==> src/rtl/ysyx_22040895_seq_pkg.sv <==
// ysyx_22040895_seq_pkg: shared widths, reset PC, ebreak encoding and FSM states for the sequencer
package ysyx_22040895_seq_pkg;
  localparam int ADDR_W = 64;
  localparam int INST_W = 32;
  localparam logic [ADDR_W-1:0] RESET_PC_DEF = 64'h0000_0000_8000_0000;
  localparam logic [INST_W-1:0] EBREAK = 32'h0010_0073;
  typedef enum logic [2:0] {
    IDLE, FETCH, WAIT_RSP, DECODE, EXEC, WB, TRAP, HALT
  } state_t;
endpackage

==> src/rtl/ysyx_22040895_instret_cnt.sv <==
// ysyx_22040895_instret_cnt: 64-bit retired-instruction counter, cleared on reset, wraps at 2^64
module ysyx_22040895_instret_cnt import ysyx_22040895_seq_pkg::*; (
  input  logic              clk,
  input  logic              rst,
  input  logic              en,
  output logic [ADDR_W-1:0] cnt
);
  always_ff @(posedge clk or negedge rst)
    if (!rst) cnt <= '0;
    else if (en) cnt <= cnt + 64'd1;
endmodule

==> src/rtl/ysyx_22040895_seq.sv <==
// ysyx_22040895_seq: multi-cycle fetch/decode/execute/writeback sequencer; YSYX_22040895_EBREAK_HALT_EN enables ebreak halting
module ysyx_22040895_seq import ysyx_22040895_seq_pkg::*; #(
  parameter logic [ADDR_W-1:0] RESET_PC = RESET_PC_DEF
) (
  input  logic              clk,
  input  logic              rst,
  input  logic              run_i,
  output logic              imem_req_valid_o,
  input  logic              imem_req_ready_i,
  output logic [ADDR_W-1:0] imem_req_addr_o,
  input  logic              imem_rsp_valid_i,
  input  logic [INST_W-1:0] imem_rsp_data_i,
  input  logic              imem_rsp_err_i,
  output logic [INST_W-1:0] inst_o,
  output logic [ADDR_W-1:0] pc_o,
  output logic              dec_valid_o,
  output logic              exu_start_o,
  input  logic              exu_done_i,
  input  logic              redirect_valid_i,
  input  logic [ADDR_W-1:0] redirect_pc_i,
  output logic              wb_en_o,
  output logic [ADDR_W-1:0] instret_o,
  output logic              trap_o,
  output logic              halt_o,
  output logic [2:0]        state_o
);
  state_t state;
  logic [ADDR_W-1:0] npc;
  assign imem_req_valid_o = state == FETCH;
  assign imem_req_addr_o  = pc_o;
  assign dec_valid_o      = state == DECODE || state == EXEC || state == WB;
  assign wb_en_o          = state == WB;
  assign trap_o           = state == TRAP;
  assign state_o          = state;
`ifdef YSYX_22040895_EBREAK_HALT_EN
  assign halt_o = state == HALT;
`else
  assign halt_o = 1'b0;
`endif
  always_ff @(posedge clk or negedge rst)
    if (!rst) begin
      state       <= IDLE;
      pc_o        <= RESET_PC;
      inst_o      <= '0;
      npc         <= '0;
      exu_start_o <= 1'b0;
    end else begin
      exu_start_o <= 1'b0;
      case (state)
        IDLE:     if (run_i) state <= FETCH;
        FETCH:    if (imem_req_ready_i) state <= WAIT_RSP;
        WAIT_RSP: if (imem_rsp_valid_i) begin
          if (imem_rsp_err_i) state <= TRAP;
          else begin
            inst_o <= imem_rsp_data_i;
            state  <= DECODE;
          end
        end
        DECODE: begin
`ifdef YSYX_22040895_EBREAK_HALT_EN
          state       <= inst_o == EBREAK ? HALT : EXEC;
          exu_start_o <= inst_o != EBREAK;
`else
          state       <= EXEC;
          exu_start_o <= 1'b1;
`endif
        end
        // a misaligned taken target faults before anything is retired
        EXEC: if (exu_done_i) begin
          if (redirect_valid_i && redirect_pc_i[1:0] != 2'b00) state <= TRAP;
          else begin
            npc   <= redirect_valid_i ? redirect_pc_i : pc_o + 64'd4;
            state <= WB;
          end
        end
        WB: begin
          pc_o  <= npc;
          state <= FETCH;
        end
        TRAP: ;
        HALT: ;
      endcase
    end
  ysyx_22040895_instret_cnt u_instret_cnt (
    .clk (clk),
    .rst (rst),
    .en  (wb_en_o),
    .cnt (instret_o)
  );
endmodule

==> config.mk <==
export PLATFORM = sky130hd
export DESIGN_NAME = ysyx_22040895_seq
export DESIGN_NICKNAME = d
export VERILOG_FILES = /design/src/rtl/ysyx_22040895_seq_pkg.sv /design/src/rtl/ysyx_22040895_instret_cnt.sv /design/src/rtl/ysyx_22040895_seq.sv
export SDC_FILE = /design/constraint.sdc
export NUM_CORES = 1
export LEC_CHECK = 0
export BUFFER_PORTS_ARGS = -buffer_cell sky130_fd_sc_hd__buf_2
export CORE_ASPECT_RATIO = 0.9
export CORE_MARGIN = 4
export CORE_UTILIZATION = 57
export DETAILED_ROUTE_END_ITERATION = 10
export PLACE_DENSITY = 0.95
export SLEW_MARGIN = 10
export SYNTH_ARGS = -nofsm -noshare
export SYNTH_HDL_FRONTEND = slang
export SYNTH_HIERARCHICAL = 1
export SYNTH_SLANG_ARGS = --single-unit
==> constraint.sdc <==
create_clock -name clk -period 8.03 [get_ports clk]
set_input_delay 1.2045 -clock clk [delete_from_list [all_inputs] [get_ports clk]]
set_output_delay 1.2045 -clock clk [all_outputs]
set_load 0.005 [all_outputs]
# --- Word level (Yosys, flattened, before mapping) ---
# Cells that the tools add are included.
totals:
  reg_bits: 228
classes:
  n_addsub: 2
  eq_ne: 10
  mux: 9
  bitwise_logic: 2
  n_reduce_logical: 9
op_table:
  columns: ["op", "n"]
  rows:
  - ["adder 64 x 1 -> 64 bit, second input constant", 1]
  - ["adder 64 x 3 -> 64 bit, second input constant", 1]
  - ["two-way mux 64 bit", 1]
  - ["case mux 3 bit (6 select lines)", 1]
  - ["two-way mux 3 bit", 5]
  - ["equality test 3 bit, second input constant", 3]
  - ["equality test 3 x 2 -> 1 bit, second input constant", 2]
  - ["inequality test 2 bit, second input constant", 3]
  - ["AND reduction 3 bit", 2]
  - ["nonzero test 6 bit", 1]
  - ["AND reduction 5 bit", 1]
  - ["equality test 3 x 1 -> 1 bit, second input constant", 1]
  - ["zero test 3 bit", 1]
  - ["logical OR 1 bit", 2]
  - ["two-way mux 2 bit", 1]
  - ["inequality test 2 x 1 -> 1 bit, second input constant", 1]
  - ["inverter 1 bit", 2]
  - ["nonzero test 2 bit", 1]
  - ["logical AND 1 bit", 1]
  - ["two-way mux 1 bit", 1]

# --- Logic depth before layout (Yosys ltp) ---
# Gate-level depths: netlist of run 1.
depth:
  depth_word: 5
  ltp_mapped: 9
  depth_no_buf: 7

# --- Cells and area by module ---
# The synthesis of run 1 kept the hierarchy.
by_module_without_submodules:
  columns: ["mod", "n_inst", "cells_each", "area_each_um2"]
  rows:
  - ["ysyx_22040895_seq", 1, 945, 8644.5]
  - ["ysyx_22040895_instret_cnt", 1, 285, 3098.0]

# --- Worst setup path after synthesis of run 1 ---
# OpenSTA, ideal clock, no wires.
synth_path:
  kind: "in2reg"
  start: "input redirect_valid_i"
  end: "register npc[45]"
  arrival_time_ns: 2.677
  path_slack_ns: 5.208
  cell_stages: 8
  path_buffers: 4
  cell_sequence: "clkbuf_1 o21ai_0 and4b_1 clkbuf_1 nand2b_1 clkbuf_1 buf_1 o22ai_1"
synth_between:
  elab_chain_cells: 3
  word_cells_on_any_way: 4
  classes_between: "mux (1); bitwise (1); reduce/logical (2)"
synth_rtl:
  columns: ["item", "line", "text"]
  rows:
  - ["from (decl)", "ysyx_22040895_seq.sv:19", "input logic redirect_valid_i,"]
  - ["logical AND 1 bit", "ysyx_22040895_seq.sv:70", "if (redirect_valid_i && redirect_pc_i[1:0] != 2'b00) state <= TRAP;"]
  - ["inverter 1 bit (no source line)", null, null]
  - ["AND reduction 3 bit (no source line)", null, null]
  - ["to (signal assigned)", "ysyx_22040895_seq.sv:72", "npc <= redirect_valid_i ? redirect_pc_i : pc_o + 64'd4;"]
  - ["to (decl)", "ysyx_22040895_seq.sv:28", "logic [ADDR_W-1:0] npc;"]
# Several ways; a longest one is shown, not always the timed one.
# A chain may end at the register's enable or synchronous reset.

# --- Worst setup path after layout of run 1 ---
layout_path:
  start: "register state[1] (netlist: state_o[1])"
  end: "output wb_en_o"
layout_between:
  elab_chain_cells: 1
layout_rtl:
  columns: ["item", "line", "text"]
  rows:
  - ["from (decl)", "ysyx_22040895_seq.sv:27", "state_t state;"]
  - ["from (signal assigned)", "ysyx_22040895_seq.sv:42", "state <= IDLE;"]
  - ["from (signal assigned)", "ysyx_22040895_seq.sv:50", "IDLE: if (run_i) state <= FETCH;"]
  - ["from (signal assigned)", "ysyx_22040895_seq.sv:51", "FETCH: if (imem_req_ready_i) state <= WAIT_RSP;"]
  - ["equality test 3 bit", "ysyx_22040895_seq.sv:32", "assign wb_en_o = state == WB;"]
  - ["to (decl)", "ysyx_22040895_seq.sv:21", "output logic wb_en_o,"]
# No other way between the ends.

==> results of run 1 <==
-- critical path: stages, from the launching register on --
cell and delay (ns):
dfrtp_1 0.55, nand3b_1 0.16, buf_4 0.56, inv_2 0.24
buf_2 0.20
-- worst paths after layout --
path	from	end	cells after the start
setup / recovery	state_o[1]	wb_en_o	4
hold / removal	npc[34]	imem_req_addr_o[34]	2
setup reg to reg	imem_req_addr_o[2]	npc[38]	7
max in group asynchronous	rst	imem_req_addr_o[42]	2
hold reg to reg	npc[34]	imem_req_addr_o[34]	2
min in group asynchronous	rst	imem_req_addr_o[12]	1
-- sequential cells by signal, summed over array words and instances (netlist names) --
| signal | cells |
|---|---|
| exu_start_o | 1 |
| u_instret_cnt/cnt | 64 |
| state_o | 3 |
| npc | 64 |
| inst_o | 32 |
| imem_req_addr_o | 64 |
-- final cells by class --
class                           instances  area share [%]
Timing Repair Buffer                  344            12.6
Tap cell                              255            2.29
Clock inverter                         14            1.31
Clock buffer                           30            4.76
Multi-Input combinational cell        863            37.6
Inverter                               19           0.511
Sequential cell                       228            40.9
Antenna cell                            2          0.0359
-- kinds of logic after synthesis --
family,Yosys count
flip-flops,228
AND/OR/NAND/NOR,559
AO/OA/AOI/OAI,147
other,1
adder cells (fa/ha/maj),2
XOR/XNOR,108
buffers and inverters,139
multiplexers,46
-- stage by stage --
| step | setup slack, ns | std cells | hold WS, ns |
|---|---|---|---|
| floorplan | 5.21 | 1230 | 0.435 |
| global placement | 4.62 | 1709 | 0.440 |
| detailed placement | 4.52 | 1709 | 0.449 |
| CTS | 4.57 | 1753 | 0.466 |
| global route | 4.45 | 1755 | 0.484 |
| finish | 4.55 | 1755 | 0.460 |
-- per-layer routing --
metal,share of wire [%],track usage [%],vias to the layer above
li1,-,-,4632
met1,39,34.4,4863
met2,49,46.4,593
met3,8.6,5.27,97
met4,4.2,12.4,0
met5,0,0,-
-- synth_stat cells, types with 11 or more instances --
cell	n	area [sq um]
nand2_1	271	1020
and3_1	16	100
buf_4	67	503
dfrtp_1	227	5680
o22ai_1	15	93.8
nor3_1	41	205
mux2_2	37	417
xnor2_1	60	526
o21ai_0	51	255
nand3_1	42	210
nand2b_1	12	75.1
nor2_1	62	233
inv_1	18	67.6
o31ai_1	11	82.6
xor2_1	48	420
nor4_1	12	75.1
clkbuf_1	41	154
a21oi_1	47	235
nand4_1	30	188
-- power by group --
part           switching [mW]  internal, mW  total [mW]  leakage (nW)
Combinational           0.638         0.623        1.26          3.77
Clock                   0.470         0.720        1.19         0.421
Sequential              0.446          1.53        1.97          2.98
==> metrics list, run 1 <==
- Setup repair after global routing left no endpoint under its margin.
- Gr ovfl total: 0
- Area fraction in compound gates after synthesis: between 7 and 8%
- The routed layout has around 10,000 vias.
- Entering global routing, the biggest net connects 105 pins.
* Mapped Nets: 1,336
* Clock-pin slew reported for the worst setup and hold paths after clock tree synthesis: approximately 0.06 ns
- The root buffer cell chosen for the clock tree is clkbuf_16.
* Layout cells sized above 1: a little under a third
- Global routing used 27.3% of the available tracks across all layers.
* Asr flop ratio synth: between 90% and 100%
* Port buffer count: around 340
- The number of antenna violations at the first check in global routing is 2.
* First-pass GRT wire length: 51,700 um
* Critical path class: reg -> out
- Relative to the synthesized area, the layout overhead comes to 18.8%.
- Syn avg cell area: 9.55 sq um
- The synthesized design contains between 200 and 250 register bits.
- In the layout the commonest cells are buf_2 (334), nand2_1 (271), dfrtp_1 (227).
- 337 I/O pins were placed.
- Adder-cell share of the synthesized area: less than 1%
- Slew Viols, Final: 0
* Fraction of synthesized area in multiplexers: 4.32%
- After layout, the worst path uses a little over two fifths of the clock period.
- DIE AREA: ~23,000 sq um
- Area of combinational cells with multiple inputs: between 5000 and 6000 sq um
* CP max FO: 60
- Clock Skews: 0.0194 ns
* Number of cells upsized or downsized after cts: 0
* Number of global-route vias before repair: 10,200
- Yosys printed 6 warnings.
* Data arrival time of the critical path: 2.28 ns
- The tool flagged a number of max-cap violations equal to 0.
* Finished Core Util: 69.4%
* Sort of element at the end of the critical path: primary output
- Summing all non-filler instances in the final layout gives an area of about 14,000 sq um.
- For this run, the top clock speed supported by timing is between 0.2 and 0.3 GHz.
- Crit start category: flip-flop
- Post-detailed-route DRC marker count: 0
* Required time of the critical path: approximately 6.8 ns
- The final layout contains 1,587 nets.
- Sequential cells were found to cover around half of the synthesized design area.
- For this design the ratio of total power to cell area is 317 nW/um^2.
- The path class of the tightest hold or removal check is reg -> reg.
* Initial core utilization: roughly three fifths
* TNS Setup: 0 ns
* Horizontal die dimension: 159 um
- Leakage power: 7.17 nW
- Max clock buf depth: 3
- Total power for the finished layout comes to 4.42 mW.
- Main combinational cell family by area after synthesis: simple AND/OR/NAND/NOR gates
* Clock Latency Late Sink: 0.52 ns
* Least-Margin Pin Slew: between 1 and 1.5 ns
* Total routed wirelength: 32,600 um
- Number of violations reported at the end of detailed-routing iteration 0: 911
- Peak VDD IR: 0.246 mV
- The worst path needs 3.48 ns of the cycle, external delays included.
- In this run, synthesis inferred 0 flip-flops with an integrated enable.
- Cell Area, Placed: 13,100 sq um
- Measured along the y axis, the die boundary spans 144 um.
- Number of buffers inserted during clock tree synthesis: 25
- Fill cells in the final layout number 1,418.
- Standard-cell rows: 49
- Sequential cell area: 5710 sq um
* Sinks on the clock net: 228
* Netlist area before placement: 11,700 sq um
- Post-synthesis share of cell area spent on and, or, nand and nor gates: about 25%
- Setup violations remaining at the end of the flow were counted as 0.
- Leading cell type in the layout, fill and taps excluded: buf_2
- Library cells used by synthesis: 54
* Hold-fix buffers at CTS: 0
- Result of the run: finished, final reports clean
* Pre-Repair DR Iteration Count: 5
- Setup Fix Bufs, Post-CTS: 0
- The number of endpoints with negative hold slack in the final report was 0.
- Routed wirelength normalized by instance count: 18.6 um
* Worst setup slack for register-to-register paths: 4.93 ns
- Mapped Cells: 1,230
- After floorplanning, the core was sized to cover about 20,000 sq um.
* Final weighted congestion of routability-driven global placement: 0.894
- For this run, the leading register cell type out of synthesis is dfrtp_1.
- TritonCTS built the clock tree.
- Xor/xnor share of the synthesized area: between 8 and 9%
* Via density per instance: 5.80
* Number of antenna-violating nets in the routed design: 0
- Detailed placement finished with a half-perimeter wire length of 22,600 um.
* # H-tree levels: 1
* Headroom to the max-slew limit: 32.5%
Note: power is estimated with default switching activity, not from simulation.
==> run 2, diff against run 1 <==
ABC_AREA = 1   (was default)
CORE_UTILIZATION = 54   (was 57)
PLACE_DENSITY = 0.92   (was 0.95)
clock period = 3.3 ns   (was 8.03 ns; I/O delays follow)
==> run 2 against run 1 <==
  * Flip-flop and latch count unchanged
  * Clock-buffer cell count increased by 3
  * Non-clock buffer count unchanged
  * Core utilization shrank 3.7 points
  * Cell area increased by 11%
  * Die area is 17% higher
  * Sequential share of layout area shrank 4.2 points
  * Synthesized cell count increased by 45%
  * Combinational power is 82% lower
  * Routed wire length rose by 34%
  * Worst hold slack got worse by 0.27 ns
  * Global-route usage rose by 4.2 points
  * Critical endpoint is now dec_valid_o
  * Largest cell class is now multi-input gates
==> metrics list, run 2 <==
- The flow ran to the end, and the final reports show no timing, DRC or antenna violations.
- The total detailed-routing wirelength was 43,800 um (+34%).
- Layout cells sized above 1: 23.7% (-7.7 points)
- Mapped Cells: 1,782 (+45%)
- The mapped cell area came to 13,100 sq um (+12%).
- The fraction of power spent switching nets came to 22.3% (-13 points).
* Half-perimeter wire length of the detailed placement result: 32,600 um (+44%)
- Final setup violation count: 0 (unchanged)
- TNS Setup: 0 ns (unchanged)
* Library cells used by synthesis: 41 (-24%)
- The count of cells along the worst register-to-register path came to 11 (+4).
* Finished Core Util: 65.7% (-3.7 points)
- Met2 Routed Length: 20,400 um (+29%)
- Peak VDD IR: 0.376 mV (+53%)
* Number of buffers inserted during clock tree synthesis: 26 (+4.0%)
- The count of standard-cell rows is 53 (+8.2%).
- Post-detailed-route DRC marker count: 0 (unchanged)
* Highest routing layer actually used: met5
* Area of combinational cells with multiple inputs: 6140 sq um (+17%)
- The total clock sinks came to 228 (unchanged).
- The relative contribution of sequential cells to total power was 45.6% (+1.0 points).
- Slowest cell delay on critical path: 0.55 ns (about the same)
* Number of placed I/O pins: 337 (unchanged)
- The number of global-route vias before repair came to 12,800 (+25%).
- Least-Margin Pin Slew: 0.950 ns (-0.0624 ns)
* Horizontal die dimension: 172 um (+8.2%)
- The global-route wire length before repair was 67,700 um (+31%).
- Pwr Density: 397 nW/um^2 (+25%)
- Setup Fix Bufs, Post-CTS: 0 (unchanged)
- Crit start category: flip-flop
- The number of inserted filler cells in the final layout was 1,993 (+41%).
- The final count of pins violating max slew was 0 (unchanged).
- Count leader, synth: nand2_1
- Power share of the clock group: 50.6% (+24 points)
* Master of the slowest instance on the critical path: nor3_4
- Launching element of the worst setup path: state_o[2]
- The area enclosed by the die boundary is 26,900 sq um (+17%).
* Tcrit/Tclk final: 90.8%
- The worst setup slack before clock tree synthesis was 0.772 ns (-3.75 ns).
- In the synthesized netlist the dominant register cell turns out to be dfrtp_1.
- Post-route setup slack: 0.305 ns (-4.24 ns)
- Number of antenna-violating nets in the routed design: 0 (unchanged)
* Headroom to the max-slew limit: 36.6% (+4.2 points)
- # H-tree levels: 1 (unchanged)
* Total track usage: 31.5% (+4.2 points)
* Hold path depth: 2 (unchanged)
* Commonest non-fill, non-tap cells in the layout: nand2_1 (549), buf_2 (334), nor2_1 (278)
* Initial core utilization: 55.5% (-2.9 points)
- Wire length on met1: 17,100 um (+36%)
- Syn avg cell area: 7.37 sq um (-23%)
* Data arrival time of the critical path: 2.50 ns (+0.22 ns)
- The clock-pin slew on the worst setup and hold paths was 0.06 ns (about the same).
- The internal power contribution is 4.80 mW (+67%).
- Pwr Total: 6.18 mW (+40%)
- Largest area contributor in the netlist: dfrtp_1
- Hold-fix buffers at CTS: 1 (+1)
* Final weighted congestion of routability-driven global placement: 1.01 (+13%)
* Worst r2r src: state_o[2]
* Vias after detailed routing: 13,300 (+31%)
- The top-area cell type share of the netlist area is 43.3% (-5.1 points).
- The cell sitting at the root of the clock tree is a clkbuf_16.
- The via density per instance came to 5.63 (-2.9%).
- The met3 routed wirelength was 4360 um (+56%).
* Final critical path time including I/O delays and setup: 3.00 ns
* Sort of element at the end of the critical path: primary output
- Floorplan Core Area: 23,700 sq um (+18%)
- In this run the worst setup path terminates at dec_valid_o.
- The net count after synthesis is 1,888 (+41%).
- In this design, the critical path's most frequently occurring cell is inv_2.
- Gr ovfl total: 0 (unchanged)
* Maximum number of pins on one net before global-route repair: 90 (-14%)
- The area of all sequential standard cells is 5710 sq um (unchanged).
* Die Ht: 156 um (+8.2%)
- The worst setup path is of the reg -> out kind.
- Nets: 2,150 (+35%)
- Required time of the critical path: 2.80 ns (-4.03 ns)
- The leakage power came to 8.27 nW (+15%).
- Worst path top cell family by delay: simple AND/OR/NAND/NOR gates
- The number of max-cap violations is 0 (unchanged).
- Leading post-synthesis cells by instance count: nand2_1 (549), nor2_1 (278), dfrtp_1 (227)
* Hold WS: 0.193 ns (-0.267 ns)
* Path class of the lowest-slack min-delay path: in -> reg
* Number of register bits inferred by synthesis: 228 (unchanged)
- The number of detailed-route iterations in the first pass is 6 (+1).
* Leading cell type in the layout, fill and taps excluded: nand2_1
- The number of synthesis warnings was 6 (unchanged).
- The maximum fanout along the worst path was 35 (-42%).
- Cell types with the largest area share after synthesis: dfrtp_1 (43%), nand2_1 (16%), nor2_1 (7.9%)
- Area Growth Syn to Fin: 18.4%
* Port buffer count: 335 (unchanged)
- TritonCTS built the clock tree.
- Max clock buf depth: 3 (unchanged)
* Setup repair after global routing missed its margin: false
* Routed wirelength normalized by instance count: 18.5 um (-0.46%)
- Asr flop ratio synth: 100% (unchanged)
- The count of cells resized by post-cts repair was 0 (unchanged).
- The number of enable flip-flop cells after synthesis came to 0 (unchanged).
- Worst path cell trace: inv_2, nor3_4, inv_2, nand2_1, buf_2
* Clock Skews: 0.0131 ns (-0.00628 ns)
- Critical path depth: 5 (+1)
- Share of the yosys chip area belonging to registers: 43.5% (-5.1 points)
- The setup slack of the most critical reg-to-reg path is 0.69 ns (-4.24 ns).
- Reg-to-Reg End: u_instret_cnt/cnt[45]
- Number of violations reported at the end of detailed-routing iteration 0: 1,716 (+88%)
- Switching power of the nets: 1.38 mW (-11%)
- The clock insertion delay at the later pin of the skew report was 0.53 ns (about the same).
- Sum of buffers and inverters on the critical path: 3 (unchanged)
- The share of total power in combinational logic came to 3.7% (-25 points).
- Antenna violations before repair: 4 (+2)
* Final hold violations: 0 (unchanged)
- Max Freq: ~0.33 GHz
==> run 2: cell families (layout without fill, tap and decap cells) <==
logic type,Yosys count,in the layout,synth area share [%]
and+or+nand+nor,1034,1034,33.5
buffers and inverters,268,550,9.86
DFF,228,228,43.5
AOI/OAI and AO/OA,155,155,6.12
xor gates and xnor gates,62,62,4.13
muxes,32,32,2.74
adders and majority gates,2,2,0.191
other,1,3,0.0286
==> run 2: cell type report <==
class                           count  share of cell area, %
Antenna cell                        2                 0.0322
Clock inverter                     15                   1.22
Multi-Input combinational cell   1286                   39.5
Clock buffer                       33                   4.75
Tap cell                          302                   2.43
Sequential cell                   228                   36.7
Timing Repair Buffer              344                   11.5
Inverter                          158                   3.82
==> run 2: worst min-delay path by stage <==
stage	slack [ns]	start	endpoint
after floorplan	0.20	rst	exu_start_o
after global placement	0.46	npc[12]	imem_req_addr_o[12]
after detailed placement	0.46	npc[29]	imem_req_addr_o[29]
after CTS	0.17	imem_rsp_data_i[6]	inst_o[6]
after global routing	0.18	imem_rsp_data_i[0]	inst_o[0]
final	0.19	imem_rsp_data_i[11]	inst_o[11]
==> run 2: power by group through the flow <==
| stage | Clock [mW] | Combinational [mW] | Sequential (mW) |
|---|---|---|---|
| floorplan | 0 | 0.0632 | 2.87 |
| global placement | 0 | 0.225 | 2.87 |
| detailed placement | 0 | 0.230 | 2.87 |
| CTS | 3.15 | 0.233 | 2.82 |
| global route | 3.28 | 0.255 | 2.82 |
| finish | 3.13 | 0.231 | 2.82 |
==> run 2: metal layers <==
| metal | up-vias | GRT usage, % |
|---|---|---|
| met3 | 143 | 5.24 |
| met1 | 6269 | 43.4 |
| met2 | 835 | 49.6 |
| met5 | - | 0 |
| met4 | 4 | 12.9 |
| li1 | 6089 | - |
==> run 2: through the flow <==
stage                     instance area, sq um  cells
final                                    15500   2368
after global routing                     15500   2368
after CTS                                15500   2366
after detailed placement                 14600   2317
after global placement                   14600   2317
after floorplan                          13100   1782
==> run 3, diff against run 2 <==
SYNTH_HIERARCHICAL = default   (was 1)
==> run 3 against run 2 <==
  * The flow now finishes with violations (DRC)
  * Setup slack improved by 0.66 ns
  * Die area rose by 1.3%
  * Global-route usage fell by 0.41 points
  * Critical endpoint unchanged
  * Largest power group unchanged
==> metrics list, run 3 <==
* Result of the run: finished with violations
- The checks that failed: DRC.
- Horizontal die dimension: 173 um (+0.64%)
* Library cells used by synthesis: 38 (-7.3%)
* Syn avg cell area: 7.20 sq um (-2.3%)
- Clock Latency Late Sink: 0.53 ns (about the same)
- The post-layout net count is 2,219 (+3.2%).
* Finished Core Util: 64.9% (-0.80 points)
- The ratio of total power to cell area came to 385 nW/um^2 (-3.1%).
- Post-detailed-route DRC marker count: 1 (+1)
- Cell Area, Placed: 14,800 sq um (+1.6%)
- The global placer's final weighted congestion was 1.04 (+2.8%).
- The count of cells resized by post-cts repair came to 0 (unchanged).
* Final hold violations: 0 (unchanged)
- The clock-pin slew on the worst setup and hold paths was 0.06 ns (about the same).
- The total detailed-routing wirelength is 43,700 um (-0.29%).
- Worst setup slack for register-to-register paths: 1.00 ns (+0.31 ns)
* Critical path class: reg -> out
* Max Freq: 0.428 GHz (+28%)
* Max-Cap Viols: 0 (unchanged)
- The placed wire-length estimate after detailed placement is 33,300 um (+2.1%).
* Commonest non-fill, non-tap cells in the layout: nand2_1 (608), buf_2 (334), nor2_1 (311)
- The number of routed nets with antenna violations is 0 (unchanged).
* Peak VDD IR: 0.397 mV (+5.4%)
- Sinks on the clock net: 228 (unchanged)
- The final count of pins violating max slew is 0 (unchanged).
- Via density per instance: 5.47 (-3.0%)
- The number of failing setup endpoints in the final timing report is 0 (unchanged).
- CTS Root Buffer Type: clkbuf_16
- The area enclosed by the die boundary is 27,200 sq um (+1.3%).
- Floorplan Core Area: 24,300 sq um (+2.5%)
- Cell types with the largest area share after synthesis: dfrtp_1 (43%), nand2_1 (17%), nor2_1 (8.8%)
- The setup TNS was 0 ns (unchanged).
- The global-route wire length before repair was 68,400 um (+1.1%).
- The starting density of the core is 54.9% (-0.60 points).
- Asr flop ratio synth: 100% (unchanged)
- The arrival time reported for the critical path endpoint came to 1.84 ns (-0.66 ns).
- The clock tree buffer depth is 3 (unchanged).
- Layout cells sized above 1: 22.0% (-1.7 points)
- Number of flops mapped to enable cells by yosys: 0 (unchanged)
- Setup repair after global routing left no endpoint under its margin.
* Post-route cell area: 15,700 sq um (+1.2%)
* Cell total after placement: 2,393 (+3.3%)
- Required time of the critical path: 2.80 ns (about the same)
* Fraction of synthesized area in multiplexers: 2.71% (-0.036 points)
- The number of global-route vias before repair came to 12,800 (+0.72%).
* Mapped Cells: 1,848 (+3.7%)
* Path class of the lowest-slack min-delay path: in -> async
- Largest area contributor in the netlist: dfrtp_1
- Leaving out fill and tap cells, the most frequent cell in the layout is nand2_1.
- Headroom to the max-slew limit: 33.3% (-3.4 points)
- The net count after synthesis is 1,954 (+3.5%).
* Area Growth Syn to Fin: 18.2%
* Count of warnings emitted by yosys: 0 (-6)
- The number of post-CTS setup repair buffers is 0 (unchanged).
- Number of standard cells in the layout, taps in and fillers out: 2,443 (+3.2%)
* Tcrit/Tclk final: 70.8% (-20 points)
- Maximum number of pins on one net before global-route repair: 127 (+41%)
- The top-area cell type share of the netlist area was 42.7% (-0.57 points).
- Worst r2r src: imem_req_addr_o[11]
- The number of top-level pins came to 337 (unchanged).
- The total vias in the final route was 13,400 (+0.090%).
- Number of violations reported at the end of detailed-routing iteration 0: 1,344 (-22%)
- The vertical extent of the die was 157 um (+0.63%).
* Share of the yosys chip area belonging to registers: 42.9% (-0.58 points)
- The maximum fanout along the worst path was 8 (-77%).
- The leakage power is 8.42 nW (+1.9%).
* Final critical path time including I/O delays and setup: 2.34 ns (-0.659 ns)
- The actual transition at the worst max-transition pin was 1.00 ns (+0.0507 ns).
- # H-tree levels: 1 (unchanged)
* Hold-fix buffers at CTS: 0 (-1)
- Port buffer count: 335 (unchanged)
- Number of register bits inferred by synthesis: 228 (unchanged)
- Netlist area before placement: 13,300 sq um (+1.3%)
- The detail-routed net length per standard cell was 17.9 um (-3.4%).
- STA classifies the critical path startpoint as a flip-flop.
- Clock Skews: 0.0146 ns (+0.00145 ns)
- Gr ovfl total: 0 (unchanged)
- Sort of element at the end of the critical path: primary output
* Antenna violations before repair: 4 (unchanged)
- TritonCTS built the clock tree.
* Hold WS: 0.0448 ns (-0.148 ns)
- After synthesis, the largest family of logic cells by area is simple AND/OR/NAND/NOR gates.
- After synthesis, the most frequently instantiated cells are nand2_1 (608), nor2_1 (311), dfrtp_1 (227).
* Launching element of the worst setup path: state_o[0]
- Count leader, synth: nand2_1
* Adder-cell share of the synthesized area: 0.188% (-0.0025 points)
- Standard-cell rows: 54 (+1.9%)
- The global-route total usage across every layer is 31.1% (-0.41 points).
* Number of buffers inserted during clock tree synthesis: 26 (unchanged)
- The share of the synthesized area in compound gates (AO/OA/AOI/OAI) was 5.61% (-0.50 points).
* Post-synthesis share of cell area spent on and, or, nand and nor gates: 34.5% (+1.0 points)
* Pre-Repair DR Iteration Count: 9 (+3)
- Among all flip-flop cells after synthesis, the most frequent one is dfrtp_1.
- The share of the synthesized netlist area taken by xor and xnor gates came to 4.41% (+0.27 points).
[run 3: changes by cell type after synthesis, sizes merged, moves of 2 or more]
cell	delta
xor2	+4
nor2	+23
nand3b	+3
o21bai	+2
and2	+2
buf	+2
nand3	+3
nor3	+3
o21ai	-6
o22ai	+2
nand4	-10
nand2	+50
a21oi	-11
[run 3: critical path, stage by stage, from the launching register on]
cell	delay, ns
dfrtp_1	0.48
nor2_1	0.22
nand2_1	0.13
o21ai_0	0.16
inv_1	0.10
nand2_1	0.11
buf_2	0.14
[run 3: area by class of cell]
class,count,area (sq um)
Antenna cell,3,7.51
Clock buffer,38,767
Clock inverter,9,123
Fill cell,2112,8520
Inverter,159,598
Multi-Input combinational cell,1349,6320
Sequential cell,228,5710
Tap cell,308,385
Timing Repair Buffer,349,1830
[run 3: stage by stage]
| stage | setup slack, ns | total power [mW] |
|---|---|---|
| after floorplan | 1.55 | 2.93 |
| after global placement | 0.775 | 3.10 |
| after detailed placement | 0.664 | 3.10 |
| after CTS | 0.928 | 6.09 |
| after global routing | 0.811 | 6.24 |
| final | 0.964 | 6.06 |
[run 3: cell families after synthesis]
kind of cell               Yosys count
buffers and inverters              271
DFF                                228
xor gates and xnor gates            67
muxes                               32
AOI/OAI and AO/OA                  142
and+or+nand+nor                   1105
other                                1
adders and majority gates            2
[run 3: power by group]
group | internal, mW | switching [mW] | total (mW)
clock network | 1.84 | 1.17 | 3.01
logic | 0.0918 | 0.140 | 0.232
registers | 2.81 | 0.00737 | 2.82
[run 3: metal layers]
layer	wire, um	track usage (%)
met1	18000	42.4
met3	4390	6.36
met5	8	0
met4	1320	10.1
met2	20000	50.3
[run 3: final timing paths]
| path | endpoint | depth (start not counted) |
|---|---|---|
| worst max-delay path | dec_valid_o | 6 |
| min in group clk | inst_o[26] | 2 |
| worst max register to register | npc[27] | 9 |
| max in group asynchronous | imem_req_addr_o[11] | 2 |
| worst min-delay path | inst_o[10] | 1 |
| worst min register to register | imem_req_addr_o[37] | 2 |
